<file path="src/rtl/uart_rx_pkg.sv">
// Shared types and helpers for the parametrised UART receiver.
//   rx_state_e  : receiver FSM states
//   rx_entry_t  : FIFO entry {ferr, perr, data}, data sized for the widest frame
//   MIN_BITS    : smallest supported data width per frame
//   parity_of() : XOR reduction of the received data bits
//   maj3()      : 2-of-3 vote used by the oversampling front end
package uart_rx_pkg;

  localparam int MAX_DATA_W = 15;
  localparam int MIN_BITS   = 5;

  localparam logic PAR_EVEN  = 1'b0;
  localparam logic PAR_ODD   = 1'b1;
  localparam logic STOP_ONE  = 1'b0;
  localparam logic STOP_TWO  = 1'b1;

  typedef enum logic [2:0] {
    ST_IDLE,
    ST_START,
    ST_DATA,
    ST_PARITY,
    ST_STOP1,
    ST_STOP2,
    ST_WAIT_IDLE
  } rx_state_e;

  typedef struct packed {
    logic                  ferr;
    logic                  perr;
    logic [MAX_DATA_W-1:0] data;
  } rx_entry_t;

  function automatic logic parity_of(input logic [MAX_DATA_W-1:0] d);
    return ^d;
  endfunction

  function automatic logic maj3(input logic a, input logic b, input logic c);
    return (a & b) | (a & c) | (b & c);
  endfunction

endpackage

</file>
<file path="src/rtl/uart_rx_sync_fifo.sv">
// First-word fall-through synchronous FIFO.
//   push_i/wdata_i : write side; a push while full is accepted only with a same-cycle pop
//   pop_i          : advances the head; ignored while empty
//   clr_i          : flush, overrides push and pop
//   rdata_o        : head entry (valid while !empty_o)
//   full_o/empty_o/level_o : occupancy status
module uart_rx_sync_fifo #(
  parameter int WIDTH = 8,
  parameter int DEPTH = 8
) (
  input  logic                         clk_i,
  input  logic                         rst_i,
  input  logic                         push_i,
  input  logic [WIDTH-1:0]             wdata_i,
  input  logic                         pop_i,
  input  logic                         clr_i,
  output logic [WIDTH-1:0]             rdata_o,
  output logic                         full_o,
  output logic                         empty_o,
  output logic [$clog2(DEPTH+1)-1:0]   level_o
);
  localparam int PTR_W = $clog2(DEPTH);
  localparam int LVL_W = $clog2(DEPTH + 1);

  logic [WIDTH-1:0] mem_q [DEPTH];
  logic [PTR_W-1:0] wr_ptr_q, wr_ptr_d, rd_ptr_q, rd_ptr_d;
  logic [LVL_W-1:0] count_q, count_d;
  logic             push_ok, pop_ok;

  assign full_o  = (count_q == LVL_W'(DEPTH));
  assign empty_o = (count_q == '0);
  assign level_o = count_q;
  assign rdata_o = mem_q[rd_ptr_q];

  always_comb begin
    pop_ok   = pop_i & ~empty_o & ~clr_i;
    push_ok  = push_i & ~clr_i & (~full_o | pop_ok);
    wr_ptr_d = wr_ptr_q;
    rd_ptr_d = rd_ptr_q;
    count_d  = count_q + LVL_W'(push_ok) - LVL_W'(pop_ok);
    if (push_ok) wr_ptr_d = wr_ptr_q + PTR_W'(1);
    if (pop_ok)  rd_ptr_d = rd_ptr_q + PTR_W'(1);
    if (clr_i) begin
      wr_ptr_d = '0;
      rd_ptr_d = '0;
      count_d  = '0;
    end
  end

  always_ff @(posedge clk_i or posedge rst_i) begin
    if (rst_i) begin
      wr_ptr_q <= '0;
      rd_ptr_q <= '0;
      count_q  <= '0;
    end else begin
      wr_ptr_q <= wr_ptr_d;
      rd_ptr_q <= rd_ptr_d;
      count_q  <= count_d;
    end
  end

  always_ff @(posedge clk_i) begin
    if (push_ok) mem_q[wr_ptr_q] <= wdata_i;
  end

endmodule

</file>
<file path="src/rtl/uart_rx_fifo_gen.sv">
// Parametrised UART receiver with an error-tagged receive FIFO.
//   rx_i                : pad-side serial input (idle high), 2-FF synchronised
//   cfg_*               : enable, baud divider, data bits, parity, stop bits
//   rx_data_o/perr/ferr : FIFO head, zero while rx_valid_o is low
//   rx_valid_o/rx_ready_i : pop handshake; fifo_clr_i flushes
//   fifo_level_o, busy_o, break_o (pulse), err_ovr_o (sticky, err_clr_i clears)
// Build option: define UART_RX_MAJORITY_EN to take every bit sample as a
// 2-of-3 vote over the sample cycle and the two before it (cfg_div_i >= 4).
module uart_rx_fifo_gen #(
  parameter int DATA_W     = 9,
  parameter int FIFO_DEPTH = 8,
  parameter int DIV_W      = 16
) (
  input  logic                              clk_i,
  input  logic                              rst_i,
  input  logic                              rx_i,
  input  logic                              cfg_en_i,
  input  logic [DIV_W-1:0]                  cfg_div_i,
  input  logic [3:0]                        cfg_bits_i,
  input  logic                              cfg_parity_en_i,
  input  logic                              cfg_parity_odd_i,
  input  logic                              cfg_stop2_i,
  input  logic                              fifo_clr_i,
  output logic [DATA_W-1:0]                 rx_data_o,
  output logic                              rx_perr_o,
  output logic                              rx_ferr_o,
  output logic                              rx_valid_o,
  input  logic                              rx_ready_i,
  output logic [$clog2(FIFO_DEPTH+1)-1:0]   fifo_level_o,
  output logic                              busy_o,
  output logic                              break_o,
  output logic                              err_ovr_o,
  input  logic                              err_clr_i
);
  import uart_rx_pkg::*;

  localparam int ENTRY_W = $bits(rx_entry_t);
`ifdef UART_RX_MAJORITY_EN
  localparam int HIST_W = 2;
`else
  localparam int HIST_W = 1;
`endif

  function automatic logic [3:0] clamp_bits(input logic [3:0] b);
    if (b < 4'(MIN_BITS)) return 4'(MIN_BITS);
    if (b > 4'(DATA_W))   return 4'(DATA_W);
    return b;
  endfunction

  logic [1:0]        sync_q, sync_d;
  logic [HIST_W-1:0] hist_q, hist_d;
  logic              rxs, bit_s, sample;
  rx_state_e         state_q, state_d;
  logic [DIV_W-1:0]  cnt_q, cnt_d;
  logic [3:0]        bitc_q, bitc_d, nbits;
  logic              push_q, push_d, ovr_q, ovr_d;
  logic [DATA_W-1:0] data_q, data_d;
  logic              pbit_q, pbit_d, perr_q, perr_d, ferr_q, ferr_d, brk_q, brk_d;
  rx_entry_t         wr_ent, rd_ent;
  logic              fifo_full, fifo_empty, pop;

  // Front end: synchroniser, sample history and bit vote
  assign rxs = sync_q[1];

  always_comb begin
    sync_d = cfg_en_i ? {sync_q[0], rx_i} : 2'b11;
    hist_d = cfg_en_i ? HIST_W'({hist_q, rxs}) : '1;
`ifdef UART_RX_MAJORITY_EN
    bit_s  = maj3(rxs, hist_q[0], hist_q[1]);
`else
    bit_s  = rxs;
`endif
  end

  // Frame FSM and baud counter
  always_comb begin
    nbits   = clamp_bits(cfg_bits_i);
    sample  = (state_q == ST_START) ? (cnt_q == (cfg_div_i >> 1)) : (cnt_q == cfg_div_i);
    state_d = state_q;
    cnt_d   = sample ? '0 : cnt_q + DIV_W'(1);
    bitc_d  = bitc_q;
    data_d  = data_q;
    pbit_d  = pbit_q;
    perr_d  = perr_q;
    ferr_d  = ferr_q;
    brk_d   = brk_q;
    push_d  = 1'b0;
    case (state_q)
      ST_IDLE: begin
        cnt_d = '0;
        if (hist_q[0] & ~rxs) state_d = ST_START;
      end
      ST_START: if (sample) begin
        if (bit_s) state_d = ST_IDLE;
        else begin
          state_d = ST_DATA;
          bitc_d  = '0;
          data_d  = '0;
          pbit_d  = 1'b0;
          perr_d  = 1'b0;
          ferr_d  = 1'b0;
          brk_d   = 1'b0;
        end
      end
      ST_DATA: if (sample) begin
        data_d[bitc_q] = bit_s;
        bitc_d         = bitc_q + 4'd1;
        if (bitc_d == nbits) state_d = cfg_parity_en_i ? ST_PARITY : ST_STOP1;
      end
      ST_PARITY: if (sample) begin
        pbit_d  = bit_s;
        perr_d  = (parity_of(MAX_DATA_W'(data_q)) ^ bit_s) != cfg_parity_odd_i;
        state_d = ST_STOP1;
      end
      ST_STOP1: if (sample) begin
        if (!bit_s) ferr_d = 1'b1;
        // Break: an all-zero frame whose first stop bit is also low
        brk_d = ~bit_s & (data_q == '0) & (~cfg_parity_en_i | ~pbit_q);
        if (cfg_stop2_i) state_d = ST_STOP2;
        else begin
          push_d  = 1'b1;
          state_d = ferr_d ? ST_WAIT_IDLE : ST_IDLE;
        end
      end
      ST_STOP2: if (sample) begin
        if (!bit_s) ferr_d = 1'b1;
        push_d  = 1'b1;
        state_d = ferr_d ? ST_WAIT_IDLE : ST_IDLE;
      end
      ST_WAIT_IDLE: begin
        // Stay here while the line is held low so a break is not re-read as starts
        cnt_d = '0;
        if (rxs) state_d = ST_IDLE;
      end
      default: state_d = ST_IDLE;
    endcase
    if (!cfg_en_i) begin
      state_d = ST_IDLE;
      cnt_d   = '0;
      push_d  = 1'b0;
    end
  end

  // Push stage: FIFO write and overrun flag
  always_comb begin
    wr_ent.ferr = ferr_q;
    wr_ent.perr = perr_q;
    wr_ent.data = MAX_DATA_W'(data_q);
    pop         = rx_ready_i & rx_valid_o;
    ovr_d       = ovr_q;
    if (err_clr_i) ovr_d = 1'b0;
    if (push_q & fifo_full & ~pop & ~fifo_clr_i) ovr_d = 1'b1;
  end

  always_ff @(posedge clk_i or posedge rst_i) begin
    if (rst_i) begin
      sync_q  <= 2'b11;
      hist_q  <= '1;
      state_q <= ST_IDLE;
      cnt_q   <= '0;
      bitc_q  <= '0;
      push_q  <= 1'b0;
      ovr_q   <= 1'b0;
    end else begin
      sync_q  <= sync_d;
      hist_q  <= hist_d;
      state_q <= state_d;
      cnt_q   <= cnt_d;
      bitc_q  <= bitc_d;
      push_q  <= push_d;
      ovr_q   <= ovr_d;
    end
  end

  always_ff @(posedge clk_i) begin
    data_q <= data_d;
    pbit_q <= pbit_d;
    perr_q <= perr_d;
    ferr_q <= ferr_d;
    brk_q  <= brk_d;
  end

  uart_rx_sync_fifo #(
    .WIDTH (ENTRY_W),
    .DEPTH (FIFO_DEPTH)
  ) u_fifo (
    .clk_i   (clk_i),
    .rst_i   (rst_i),
    .push_i  (push_q),
    .wdata_i (wr_ent),
    .pop_i   (pop),
    .clr_i   (fifo_clr_i),
    .rdata_o (rd_ent),
    .full_o  (fifo_full),
    .empty_o (fifo_empty),
    .level_o (fifo_level_o)
  );

  // Output stage: head is masked to zero while the FIFO is empty
  assign rx_valid_o = ~fifo_empty;
  assign rx_data_o  = rx_valid_o ? DATA_W'(rd_ent.data) : '0;
  assign rx_perr_o  = rx_valid_o & rd_ent.perr;
  assign rx_ferr_o  = rx_valid_o & rd_ent.ferr;
  assign busy_o     = (state_q != ST_IDLE);
  assign break_o    = push_q & brk_q;
  assign err_ovr_o  = ovr_q;

endmodule

</file>
<file path="config.mk">
export PLATFORM = sky130hd
export DESIGN_NAME = uart_rx_fifo_gen
export DESIGN_NICKNAME = d
export VERILOG_FILES = /design/src/rtl/uart_rx_pkg.sv /design/src/rtl/uart_rx_sync_fifo.sv /design/src/rtl/uart_rx_fifo_gen.sv
export SDC_FILE = /design/constraint.sdc
export NUM_CORES = 1
export LEC_CHECK = 0
export CAP_MARGIN = 25
export CORE_MARGIN = 2
export CORE_UTILIZATION = 45
export DETAILED_ROUTE_END_ITERATION = 7
export GPL_TIMING_DRIVEN = 0
export PLACE_DENSITY = 0.66
export SETUP_SLACK_MARGIN = 0.5
export SYNTH_ARGS = -nofsm -noshare
export SYNTH_HDL_FRONTEND = slang
export SYNTH_SLANG_ARGS = --single-unit
</file>
<file path="constraint.sdc">
create_clock -name clk_i -period 2.7 [get_ports clk_i]
set_input_delay 0.54 -clock clk_i [delete_from_list [all_inputs] [get_ports clk_i]]
set_output_delay 0.54 -clock clk_i [all_outputs]
set_load 0.02 [all_outputs]
</file>
-- Word level (Yosys, flattened, before mapping)
Memories as Yosys holds them, arrays and structs flattened.
Index checks and enable logic that the tools add are counted.
- flip-flop bits (word level): 51
- memories: 1
- RAM bits: 88
- output and inout bits: 19
- bits of input ports: 30
- memory list (memory ; words ; bits a word ; read ports ; clocked after Yosys merged registers in ; wr ports ; RTL line ; RTL):
    u_fifo.mem_q ; 8 ; 11 ; 1 ; 0 ; 1 ; uart_rx_sync_fifo.sv:25 ; logic [WIDTH-1:0] mem_q [DEPTH];
- equal/unequal tests: 25
- add/sub/neg operators: 6
- reduce and logical (&&, ||, !) cells: 19
- bitwise logic cells: 24
- order comparisons: 4
- multiplexer cells: 69
- operators with widths (kind ; number):
    3-bit two-way mux ; 17
    16-bit two-way mux ; 3
    9-bit two-way mux ; 4
    4-bit two-way mux ; 8
    1-bit two-way mux ; 25
    3-bit != test (second input constant) ; 8
    3-bit one-hot mux with 7 select lines ; 1
    9-bit one-hot mux with 2 select lines ; 1
    16-bit by 1-bit adder with 16-bit output (second input constant) ; 1
    16-bit by 15-bit == test with 1-bit output ; 1
    16-bit == test ; 1
    15-bit XOR reduction ; 1
    1-bit AND ; 14
    2-bit != test (second input constant) ; 6
    4-bit AND reduction ; 3
    2-bit nonzero test ; 6
    9-bit bitwise mux ; 1
    3-bit == test (second input constant) ; 3
    9-bit zero test ; 1
    1-bit one-hot mux with 2 select lines ; 4
    4-bit one-hot mux with 2 select lines ; 1
    8-bit AND reduction ; 1
    1-bit inverter ; 7
    3-bit by 1-bit adder with 3-bit output (second input constant) ; 2
    23 further kinds ; 27

-- Depth between registers and ports, before layout
Gate-level depths: netlist (run 1).
- depth after elaboration: 10
- depth in mapped cells: 13
- mapped depth without buffers: 13

-- Modules after synthesis
From an unflattened synthesis (run 1), not the netlist that was laid out.
- cell total of the unflattened synthesis: 641
- area, all modules: 9051.2 um2
- modules (own cells, without submodules) (module ; area an instance (um2) ; instances ; cells each):
    uart_rx_sync_fifo ; 6019.5 ; 1 ; 288
    uart_rx_fifo_gen ; 3031.7 ; 1 ; 353

-- Worst setup path after synthesis (run 1)
No wires, ideal clock.
- path type: register to register
- start point: reg state_q[2]
- end point: reg bitc_q[3]
- cell stages (with the launch flop): 8
- required time: 2.573 ns
- period minus slack after synthesis: 2.827 ns
- library setup time: 0.127 ns
- path slack: -0.127 ns
- path buffers: 1
- data arrival time: 2.700 ns
- cell sequence: dfrtp_1 > or3b_1 > buf_2 > o41ai_2 > nand4_1 > a2111o_1 > nor3_4 > mux2_1
- longest elaborated chain between the ends: 4
- elaborated cells on any way between the ends: 9
- RTL lines (element ; RTL line ; RTL):
    start: declaration ; uart_rx_fifo_gen.sv:53 ; rx_state_e state_q, state_d;
    start signal: assignment ; uart_rx_fifo_gen.sv:167 ; state_q <= state_d;
    3-bit by 1-bit == test with 1-bit output ; uart_rx_fifo_gen.sv:78, uart_rx_fifo_gen.sv:88 ;
    1-bit two-way mux ; uart_rx_fifo_gen.sv:78 ; sample = (state_q == ST_START) ? (cnt_q == (cfg_div_i >> 1)) : (cnt_q == cfg_div_i);
    2-bit != test (no line) ; -- ;
    4-bit AND reduction (no line) ; -- ;
    end signal: assignment ; uart_rx_fifo_gen.sv:169 ; bitc_q <= bitc_d;
    end: declaration ; uart_rx_fifo_gen.sv:55 ; logic [3:0] bitc_q, bitc_d, nbits;
Several ways; a longest one is shown, not always the timed one.
A chain may end at the register's enable or synchronous reset.

-- Final worst setup path (run 1)
- start point: reg state_q[2]
- end point: reg data_q[0] (enable)
- longest elaborated chain between the ends: 4
- elaborated cells on any way between the ends: 8
- RTL lines (element ; RTL line ; RTL):
    3-bit by 1-bit == test with 1-bit output ; uart_rx_fifo_gen.sv:78, uart_rx_fifo_gen.sv:88 ;
    1-bit two-way mux ; uart_rx_fifo_gen.sv:78 ;
    2-bit != test (no line) ; -- ;
    4-bit AND reduction (no line) (*) ; -- ;
    end signal: assignment ; uart_rx_fifo_gen.sv:176 ; data_q <= data_d;
    end: declaration ; uart_rx_fifo_gen.sv:57 ; logic [DATA_W-1:0] data_q, data_d;
Every way passes the cells marked *; elsewhere a longest branch is shown, timed or not.

==> key figures, run 1 <==
Critical path
  • Critical path fanouts, max: 8
  • Worst EP required: ~2.8 ns
  • Setup crit end kind: flip-flop
  • Arrival time at the worst endpoint: 2.87 ns
  • Crit Path Class: reg2reg
  • Worst Setup Start Kind: flip-flop

Floorplan
  • Die area: between 0.015 and 0.02 mm2
  • Die Wd: ~130 um
  • Chip height: 127 um
  • Area of the core: 0.0150 mm2
  • Starting Density: 0.456
  • Rows: 45
  • IO Count: slightly below 50

Place
  • RD Place Congestion: 0.877
  • DPL Wire Length: around 10 mm
  • Buffers added on ports: 48

Final layout
  • Share of cells above drive strength 1: 0.289
  • Diode count: 0
  • Area Overhead vs Synth: 32.6%
  • Final nets: slightly above 700

GRT
  • Antenna violations before repair: 0
  • GRT Util Overall: 0.208
  • GRT overflow: 0
  • Largest net degree at the start of global routing: 39
  • Vias in the first global route: 5,007
  • First-pass GRT wire length: roughly 26 mm

STA
  • Worst Tran Pin Value: between 0.9 and 1 ns
  • Setup TNS Final: -0.328 ns
  • Final worst slack: -0.0378 ns
  • Tmin final: approximately 2.7 ns
  • Hold Vio Cnt, Final: 0
  • Clock Skews: between 0.009 and 0.01 ns
  • RSZ-0062 raised after global routing: yes
  • Final setup violating endpoints: 11
  • Period utilisation layout: 1.01
  • Final Max Slew Viols: 0
  • Peak Freq: 365 MHz
  • Slew headroom: 0.382

Synthesis
  • Syn avg cell area: approximately 13 um2
  • Top_reg_cell synth: edfxtp_1
  • Yosys warns: 0
  • Syn nets: 595
  • Post-Syn Instances: 547
  • Mapped Area: between 0.006 and 0.007 mm2
  • Post-synth EDFFs: 101
  • Post-synth cell types: between 60 and 70
  • Sequential share of the synthesized area: 0.582
  • Seq cells post-synth: ~140
  • Ys async rst share: 0.273

Detailed routing
  • DR iter-0 viols: between 300 and 400
  • Routed vias/inst: about 5.6
  • DRT Wirelength: between 15 and 20 mm
  • Post-route DRC: 0
  • Vias: roughly 4,900
  • DR WL/cell: around 18 um
  • TritonRoute pass-1 iters: 4
  • Final ANT Viol Nets: 0

Clock network
  • Clk_lat worst skew: ~0.42 ns
  • # H-tree levels: 4
  • CTS Buf Count: 17
  • CTS tree: built
  • Root Buffer: clkbuf_16
  • Clock Sinks: 139
  • Hold buffer count at cts: 0
  • CTS max path bufs: 2
  • CTS clk-pin slew, worst paths: 0.06 ns

Power and ir drop
  • P per Cell Area: around 760 mW/mm2
  • VDD IR-drop max: 0.482 mV
  • Overall power: a little under 7 mW
  • Leak: approximately 3.3 nW

Run status
  • Status: finished with violations
  • Failing checks: negative setup slack

Run
  • Max-Cap Viols: 0

Worst hold path
  • Hold Crit Class: reg2reg
==> cells in the mapped netlist, types with 2 or more instances <==
cell type / n / area share
o21ai_0: 2 / 0.0015
and2_1: 3 / 0.0027
ha_1: 17 / 0.031
nor3_1: 6 / 0.0044
xnor2_1: 17 / 0.022
nor2b_1: 8 / 0.0073
a2111oi_0: 2 / 0.0026
dfrtp_1: 35 / 0.13
a221o_1: 3 / 0.0044
a32oi_1: 3 / 0.0038
o21ai_1: 5 / 0.0037
a21oi_1: 21 / 0.015
and3_1: 6 / 0.0055
buf_2: 4 / 0.0029
nand3_1: 19 / 0.014
nor2_1: 70 / 0.038
nand4_1: 6 / 0.0055
dfstp_2: 3 / 0.012
a21o_1: 2 / 0.0022
o22ai_1: 6 / 0.0055
nand2_1: 35 / 0.019
mux2i_1: 17 / 0.025
a211oi_1: 2 / 0.0022
or3_1: 2 / 0.0018
nand2b_1: 14 / 0.013
xor2_1: 16 / 0.020
a31oi_1: 3 / 0.0027
nor3b_1: 3 / 0.0033
clkbuf_1: 14 / 0.0077
and3b_1: 4 / 0.0051
inv_1: 37 / 0.020
a22oi_1: 2 / 0.0022
mux4_2: 22 / 0.072
o211ai_1: 3 / 0.0033
edfxtp_1: 101 / 0.44
nor4_1: 6 / 0.0055
buf_1: 3 / 0.0016
==> registers in the layout, summed over array words and instances, names as in the netlist, 2 cells and up <==
| signal | flops |
|---|---|
| u_fifo.rd_ptr_q | 3 |
| cnt_q | 16 |
| u_fifo.mem_q | 88 |
| u_fifo.wr_ptr_q | 3 |
| sync_q | 2 |
| u_fifo.level_o | 4 |
| data_q | 9 |
| state_q | 3 |
| bitc_q | 4 |
==> power by group <==
part	total (mW)	switching [mW]	internal, mW	leakage (nW)
Sequential	2.38	0.0600	2.32	1.42
Clock	2.21	0.935	1.28	0.256
Combinational	2.33	1.12	1.21	1.60
==> worst max-delay path: stages (launching register included) <==
cell and delay [ns]:
dfrtp_2 0.43, nor3b_4 0.37, buf_6 0.20, nand2_1 0.08
a32oi_2 0.24, nand4_1 0.18, a2111o_1 0.43, buf_6 0.15
nor3_4 0.20, buf_6 0.17
==> layout by cell type (no fill, tap or decap), drive strengths merged, types with 6 or more instances in the layout <==
cell,instances
a21oi,21
and3,6
buf,79
clkbuf,27
clkdlybuf4s50,34
clkinvlp,6
dfrtp,35
edfxtp,101
ha,17
inv,42
mux2i,17
mux4,22
nand2,35
nand2b,14
nand3,19
nand4,6
nor2,70
nor2b,8
nor3,7
nor4,6
o21ai,8
o22ai,6
xnor2,17
xor2,16
==> timing repair <==
item	CTS	global route
gates cloned	1	1
setup endpoints to repair	141	93
resized for setup	102	52
pin swaps	21	17
setup buffers	41	14
==> per-layer routing <==
metal | up-vias | share of wire | GRT usage
met2 | 150 | 0.51 | 0.354
met3 | 25 | 0.049 | 0.0494
met4 | 0 | 0.017 | 0.0685
met5 | - | 0 | 0
met1 | 2470 | 0.42 | 0.264
li1 | 2255 | - | -
==> final timing paths <==
check | startpoint | endpoint | slack, ns | cells past startpoint
min | sync_q[0] | sync_q[1] | 0.49 | 1
max | state_q[2] | data_q[0] | -0.04 | 9
min reg2reg | sync_q[0] | sync_q[1] | 0.49 | 1
min in group asynchronous | rst_i | err_ovr_o | 0.60 | 2
max reg2reg | state_q[2] | data_q[0] | -0.04 | 9
max in group asynchronous | rst_i | state_q[2] | 1.53 | 2
==> area by class of cell <==
class	instances	area, um2
tap	188	235
clock inverter	15	138
clock buffer	17	425
timing repair buffer	105	1040
buffer	21	190
inverter	38	148
fill	1156	5940
multi-input combinational	349	2920
sequential	139	3990
==> logic make-up after synthesis <==
logic type,Yosys count,share of synthesized area
simple gates,188,0.135
xor+xnor,33,0.0422
compound gates,70,0.0750
flops,139,0.582
buf+inv,59,0.0330
fa+ha+maj,18,0.0340
mux,40,0.0988
==> stage by stage <==
stage,std cells,setup slack (ns),cell area [um2],hold slack [ns],util
floorplan,547,0.0225,6990,0.465,-
global placement,783,-0.662,7700,0.477,0.512
detailed placement,783,-0.663,7700,0.480,0.512
CTS,857,0.0260,8810,0.489,0.586
global route,872,-0.0995,9090,0.500,0.605
finish,872,-0.0378,9090,0.490,0.605
(Power assumes the default switching activity.)
==> run 2, diff against run 1 <==
- ABC_AREA: not set -> 1
- PLACE_DENSITY: 0.66 -> 0.65
- SYNTH_HIERARCHICAL: not set -> 1
==> key figures, run 2 <==
GRT
  • Largest net degree at the start of global routing: 17 (was 39)
  • GRT Util Overall: 0.216 (was 0.208)
  • Antenna violations before repair: 0 (unchanged)
  • First-pass GRT wire length: 27.9 mm (was 26.0 mm)
  • Vias in the first global route: 5,632 (was 5,007)
  • GRT overflow: 0 (unchanged)

Power and ir drop
  • Net switching power: 1.64 mW (was 2.12 mW)
  • Internal power: 4.10 mW (was 4.81 mW)
  • Leak: 3.96 nW (was 3.27 nW)
  • P per Cell Area: 598 mW/mm2 (was 761 mW/mm2)
  • Switching Fraction: 0.286 (was 0.306)
  • Combinational power share: 0.211 (was 0.336)
  • Sequential power share: 0.402 (was 0.344)
  • Clock share of power: 0.386 (was 0.319)
  • VDD IR-drop max: 0.434 mV (was 0.482 mV)
  • Overall power: 5.74 mW (was 6.92 mW)

Final layout
  • Util after Layout: 0.610 (was 0.605)
  • Final Instance Area: 0.00959 mm2 (was 0.00909 mm2)
  • Most frequent cells in the layout: nand2_1 (155), edfxtp_1 (101), nor2_1 (98), inv_1 (83) (was edfxtp_1 (101), nor2_1 (61), buf_4 (49), clkdlybuf4s50_1 (34))
  • Biggest register: u_fifo/mem_q (was u_fifo.mem_q)
  • Diode count: 0 (unchanged)
  • Final nets: 977 (was 719)
  • Max reg flops: 88 (unchanged)
  • Commonest non-fill, non-tap cell in the layout: nand2_1 (was edfxtp_1)
  • Share of cells above drive strength 1: 0.250 (was 0.289)
  • Area Overhead vs Synth: 34.3% (was 32.6%)
  • Largest regs: u_fifo/mem_q: 88 flops, cnt_q: 16 flops, data_q: 9 flops (was u_fifo.mem_q: 88 flops, cnt_q: 16 flops, data_q: 9 flops)

Clock network
  • Clock Sinks: 139 (unchanged)
  • CTS clk-pin slew, worst paths: 0.06 ns (about the same)
  • # H-tree levels: 4 (unchanged)
  • CTS Buf Count: 17 (unchanged)
  • CTS max path bufs: 2 (unchanged)
  • Clk_lat worst skew: 0.43 ns (was 0.42 ns)
  • Root Buffer: clkbuf_16 (unchanged)
  • CTS tree: built (unchanged)
  • Hold buffer count at cts: 0 (unchanged)

STA
  • Final worst slack: 0.229 ns (was -0.0378 ns)
  • Period utilisation layout: 0.915 (was 1.01)
  • RSZ-0062 raised after global routing: yes (unchanged)
  • Worst Tran Pin Value: 0.674 ns (was 0.919 ns)
  • Hold Vio Cnt, Final: 0 (unchanged)
  • Clock Skews: 0.00728 ns (was 0.00962 ns)
  • Final Max Slew Viols: 0 (unchanged)
  • Final setup violating endpoints: 0 (was 11)
  • Slew headroom: 0.550 (was 0.382)
  • Peak Freq: 405 MHz (was 365 MHz)
  • Tmin final: 2.47 ns (was 2.74 ns)
  • Smallest hold slack: 0.432 ns (was 0.490 ns)

Critical path
  • Critical path fanouts, max: 6 (was 8)
  • Arrival time at the worst endpoint: 1.93 ns (was 2.87 ns)
  • Crit Path Class: reg2out (was reg2reg)
  • Worst Setup Start Kind: flip-flop (unchanged)
  • Worst EP required: 2.16 ns (was 2.83 ns)
  • Setup crit end kind: output port (was flip-flop)

Detailed routing
  • Routed vias/inst: 5.10 (was 5.62)
  • Post-route DRC: 0 (unchanged)
  • DR WL/cell: 15.3 um (was 18.4 um)
  • DRT Wirelength: 17.8 mm (was 16.1 mm)
  • Vias: 5,906 (was 4,900)
  • TritonRoute pass-1 iters: 5 (was 4)
  • DR iter-0 viols: 389 (was 384)
  • Final ANT Viol Nets: 0 (unchanged)

Worst hold path
  • Hold Crit Class: in2async (was reg2reg)

Place
  • Worst slack, placed: -0.186 ns (was -0.663 ns)
  • Placed Area: 0.00802 mm2 (was 0.00770 mm2)
  • DPL Wire Length: 11.4 mm (was 10.0 mm)
  • Buffers added on ports: 48 (unchanged)
  • RD Place Congestion: 0.871 (was 0.877)

Floorplan
  • Area of the core: 0.0157 mm2 (was 0.0150 mm2)
  • IO Count: 49 (unchanged)
  • Die area: 0.0169 mm2 (was 0.0162 mm2)
  • Die Wd: 130 um (was 127 um)
  • Starting Density: 0.454 (was 0.456)
  • Chip height: 130 um (was 127 um)
  • Rows: 46 (was 45)

Synthesis
  • Yosys warns: 6 (was 0)
  • Syn nets: 852 (was 595)
  • Syn avg cell area: 8.87 um2 (was 12.5 um2)
  • Mapped Area: 0.00714 mm2 (was 0.00685 mm2)
  • Post-Syn Instances: 805 (was 547)

Run
  • Max-Cap Viols: 0 (unchanged)

Run status
  • Status: completed (was finished with violations)
run 2: power groups by stage:
| stage | clock [mW] | combinational (mW) | sequential (mW) |
|---|---|---|---|
| global route | 2.33 | 1.31 | 2.31 |
| floorplan | 0 | 0.554 | 2.35 |
| detailed placement | 0 | 0.783 | 2.35 |
| CTS | 2.24 | 0.996 | 2.31 |
| finish | 2.22 | 1.21 | 2.31 |
| global placement | 0 | 0.770 | 2.35 |
run 2: area by class of cell:
type	count	area (um2)
fill	1279	6130
sequential	139	4000
multi-input combinational	537	3040
timing repair buffer	106	1070
clock buffer	18	429
inverter	93	359
buffer	36	292
tap	216	270
clock inverter	14	136
run 2: worst max-delay path: stages (launching register included):
cell and delay, ns:
dfrtp_2 0.44, buf_8 0.17, buf_8 0.12, nor2_2 0.04, nor2_1 0.10, o21ai_1 0.08
o21ai_1 0.14, nand2_1 0.09, nand2_1 0.07, inv_1 0.04, nor2_1 0.07, buf_4 0.14
run 2: layer usage:
metal / vias up / wire length, um / share of wire / global-route usage
li1: 2903 / - / - / -
met1: 2789 / 7430 / 0.42 / 0.272
met2: 183 / 9090 / 0.51 / 0.369
met3: 31 / 918 / 0.052 / 0.0459
met4: 0 / 346 / 0.019 / 0.0772
met5: - / 0 / 0 / 0
run 2: per-stage QoR:
| step | setup TNS [ns] | instances |
|---|---|---|
| floorplan | 0 | 805 |
| global placement | -1.58 | 1069 |
| detailed placement | -2.04 | 1070 |
| CTS | 0 | 1141 |
| global route | 0 | 1159 |
| finish | 0 | 1159 |
run 2: final timing paths:
| path | endpoint | start | cells past startpoint | slack (ns) |
|---|---|---|---|---|
| min in group clk_i | bitc_q[3] | bitc_q[3] | 2 | 0.52 |
| max reg2reg | data_q[0] | state_q[2] | 15 | 0.26 |
| min reg2reg | bitc_q[3] | bitc_q[3] | 2 | 0.52 |
| max in group asynchronous | hist_q | rst_i | 3 | 1.56 |
| max | rx_data_o[8] | u_fifo/rd_ptr_q[0] | 11 | 0.23 |
| min | u_fifo/rd_ptr_q[1] | rst_i | 2 | 0.43 |
run 2: repair_timing:
item,in CTS,in global routing
pin swaps,28,29
gates cloned,4,1
gates resized for setup,131,76
hold endpoints to repair,0,0
buffers inserted,35,17
setup endpoints to repair,131,107
==> run 3, diff against run 2 <==
- ABC_CLOCK_PERIOD_IN_PS: not set -> 2700
- CORE_ASPECT_RATIO: not set -> 0.8
==> key figures, run 3 (synthesized netlist as in run 2, its figures left out) <==
Run status
  • Status: completed (unchanged)

Final layout
  • Most frequent cells in the layout: nand2_1 (150), edfxtp_1 (101), nor2_1 (99), inv_1 (83), o21ai_0 (51) (was nand2_1 (155), edfxtp_1 (101), nor2_1 (98), inv_1 (83))
  • Diode count: 0 (unchanged)
  • Final nets: 971 (was 977)
  • Finished Layout Cells: 1,152 (was 1,159)
  • Largest regs: u_fifo/mem_q: 88 flops, cnt_q: 16 flops, data_q: 9 flops (unchanged)
  • Share of cells above drive strength 1: 0.240 (was 0.250)
  • Area Overhead vs Synth: 33.5% (was 34.3%)
  • Commonest non-fill, non-tap cell in the layout: nand2_1 (unchanged)
  • Biggest register: u_fifo/mem_q (unchanged)
  • Max reg flops: 88 (unchanged)

Detailed routing
  • DRT Wirelength: 18.1 mm (was 17.8 mm)
  • DR WL/cell: 15.7 um (was 15.3 um)
  • Routed vias/inst: 5.08 (was 5.10)
  • Final ANT Viol Nets: 0 (unchanged)
  • Post-route DRC: 0 (unchanged)
  • TritonRoute pass-1 iters: 5 (unchanged)
  • DR iter-0 viols: 446 (was 389)
  • Vias: 5,849 (was 5,906)

Critical path
  • Arrival time at the worst endpoint: 1.97 ns (was 1.93 ns)
  • CP max stage delay: 0.50 ns (was 0.44 ns)
  • Crit Path Class: reg2out (unchanged)
  • Worst Setup Start Kind: flip-flop (unchanged)
  • Cells along the critical path: buf_8, buf_8, nor2_4, nor2_1, o21ai_1, o21ai_1, nand2_1, nand2_1, inv_1, nor2_1, buf_4 (was buf_8, buf_8, nor2_2, nor2_1, o21ai_1, o21ai_1, nand2_1, nand2_1, inv_1, nor2_1, buf_4)
  • CP max-delay cell: dfrtp_2 (unchanged)
  • Critical path fanouts, max: 7 (was 6)
  • Worst EP required: 2.16 ns (about the same)
  • Setup crit end kind: output port (unchanged)

STA
  • Hold Vio Cnt, Final: 0 (unchanged)
  • Clock Skews: 0.0114 ns (was 0.00728 ns)
  • Worst Tran Pin Value: 0.668 ns (was 0.674 ns)
  • Final Max Slew Viols: 0 (unchanged)
  • Peak Freq: 399 MHz (was 405 MHz)
  • Tmin final: 2.51 ns (was 2.47 ns)
  • Final setup violating endpoints: 0 (unchanged)
  • Slew headroom: 0.554 (was 0.550)
  • RSZ-0062 raised after global routing: yes (unchanged)
  • Period utilisation layout: 0.928 (was 0.915)

Power and ir drop
  • P per Cell Area: 591 mW/mm2 (was 598 mW/mm2)
  • Leak: 3.93 nW (was 3.96 nW)
  • Overall power: 5.63 mW (was 5.74 mW)
  • VDD IR-drop max: 0.489 mV (was 0.434 mV)

GRT
  • GRT Util Overall: 0.222 (was 0.216)
  • Vias in the first global route: 5,401 (was 5,632)
  • GRT overflow: 0 (unchanged)
  • First-pass GRT wire length: 28.0 mm (was 27.9 mm)
  • Largest net degree at the start of global routing: 17 (unchanged)
  • Antenna violations before repair: 0 (unchanged)

Clock network
  • CTS tree: built (unchanged)
  • Root Buffer: clkbuf_16 (unchanged)
  • CTS Buf Count: 17 (unchanged)
  • CTS clk-pin slew, worst paths: 0.06 ns (about the same)
  • Clock Sinks: 139 (unchanged)
  • # H-tree levels: 4 (unchanged)
  • CTS max path bufs: 2 (unchanged)
  • Clk_lat worst skew: 0.42 ns (was 0.43 ns)

Worst hold path
  • Hold Crit Class: in2async (unchanged)

Place
  • Buffers added on ports: 48 (unchanged)
  • DPL Wire Length: 11.8 mm (was 11.4 mm)
  • Placed cells: 1,069 (was 1,070)
  • RD Place Congestion: 0.878 (was 0.871)

Floorplan
  • Area of the core: 0.0156 mm2 (was 0.0157 mm2)
  • Die area: 0.0169 mm2 (about the same)
  • Die Wd: 145 um (was 130 um)
  • IO Count: 49 (unchanged)
  • Chip height: 117 um (was 130 um)
  • Starting Density: 0.456 (was 0.454)
  • Rows: 41 (was 46)

Run
  • Max-Cap Viols: 0 (unchanged)
==> run 3: changes by cell type in the layout (fill, tap and decap cells not counted), sizes merged <==
cell and delta:
inv -4, clkinv +4, clkinvlp -4, clkbuf +5, clkdlybuf4s15 -1, bufinv +1, dlygate4sd2 +1, buf -8
==> run 3: cell type report <==
| class | count | area [um2] |
|---|---|---|
| Sequential cell | 139 | 4000 |
| Buffer | 36 | 278 |
| Clock inverter | 11 | 103 |
| Fill cell | 1304 | 6120 |
| Tap cell | 215 | 269 |
| Multi-Input combinational cell | 537 | 3030 |
| Clock buffer | 21 | 440 |
| Inverter | 93 | 353 |
| Timing Repair Buffer | 100 | 1060 |
==> run 3: final timing paths <==
check                                    from                  to  slack, ns  cells after the start
min in group clk_i                   cnt_q[0]            cnt_q[0]       0.48                      1
max reg2reg                        state_q[2]           data_q[8]       0.32                     14
max in group asynchronous               rst_i           sync_q[0]       1.52                      3
min                                     rst_i  u_fifo/wr_ptr_q[1]       0.45                      2
max                        u_fifo/rd_ptr_q[0]        rx_data_o[8]       0.19                     11
min reg2reg                          cnt_q[0]            cnt_q[0]       0.48                      1
==> run 3: metrics by stage <==
| step | utilization | TNS (ns) | setup WS [ns] | hold slack (ns) | cell area [um2] |
|---|---|---|---|---|---|
| after detailed placement | 0.512 | -2.76 | -0.234 | 0.501 | 8010 |
| after global placement | 0.511 | -2.40 | -0.192 | 0.498 | 8000 |
| final | 0.609 | 0 | 0.194 | 0.445 | 9520 |
| after global routing | 0.609 | 0 | 0.0505 | 0.487 | 9520 |
| after floorplan | - | 0 | 0.508 | 0.380 | 7250 |
| after CTS | 0.583 | 0 | 0.212 | 0.448 | 9120 |
==> run 3: repair_timing <==
action,CTS,global route
endpoints found under the setup margin,123,86
buffers inserted,27,17
pin swaps,26,20
gates resized for setup,140,60
hold buffers,0,0
cloned,6,1
==> run 3: worst max-delay path: cells and delay by family, from the launching register on <==
kind / cells / cell delay [ns]
AO/OA/AOI/OAI: 2 / 0.20
flip-flops: 1 / 0.50
AND/OR/NAND/NOR: 5 / 0.34
buffers and inverters: 4 / 0.51
==> run 3: metal layers <==
layer  up-vias  GRT usage  wire length [um]
met1      2750      0.321              8510
met3        25     0.0431              1000
met5         -          0                 0
li1       2890          -                 -
met4         0     0.0673               311
met2       184      0.340              8240
==> run 3: where the power goes <==
group          switching, mW  internal (mW)  leakage, nW  total, mW
logic                  0.676          0.481         2.24       1.16
clock network          0.824           1.34        0.265       2.16
registers             0.0172           2.29         1.42       2.31
total                   1.52           4.11         3.93       5.63
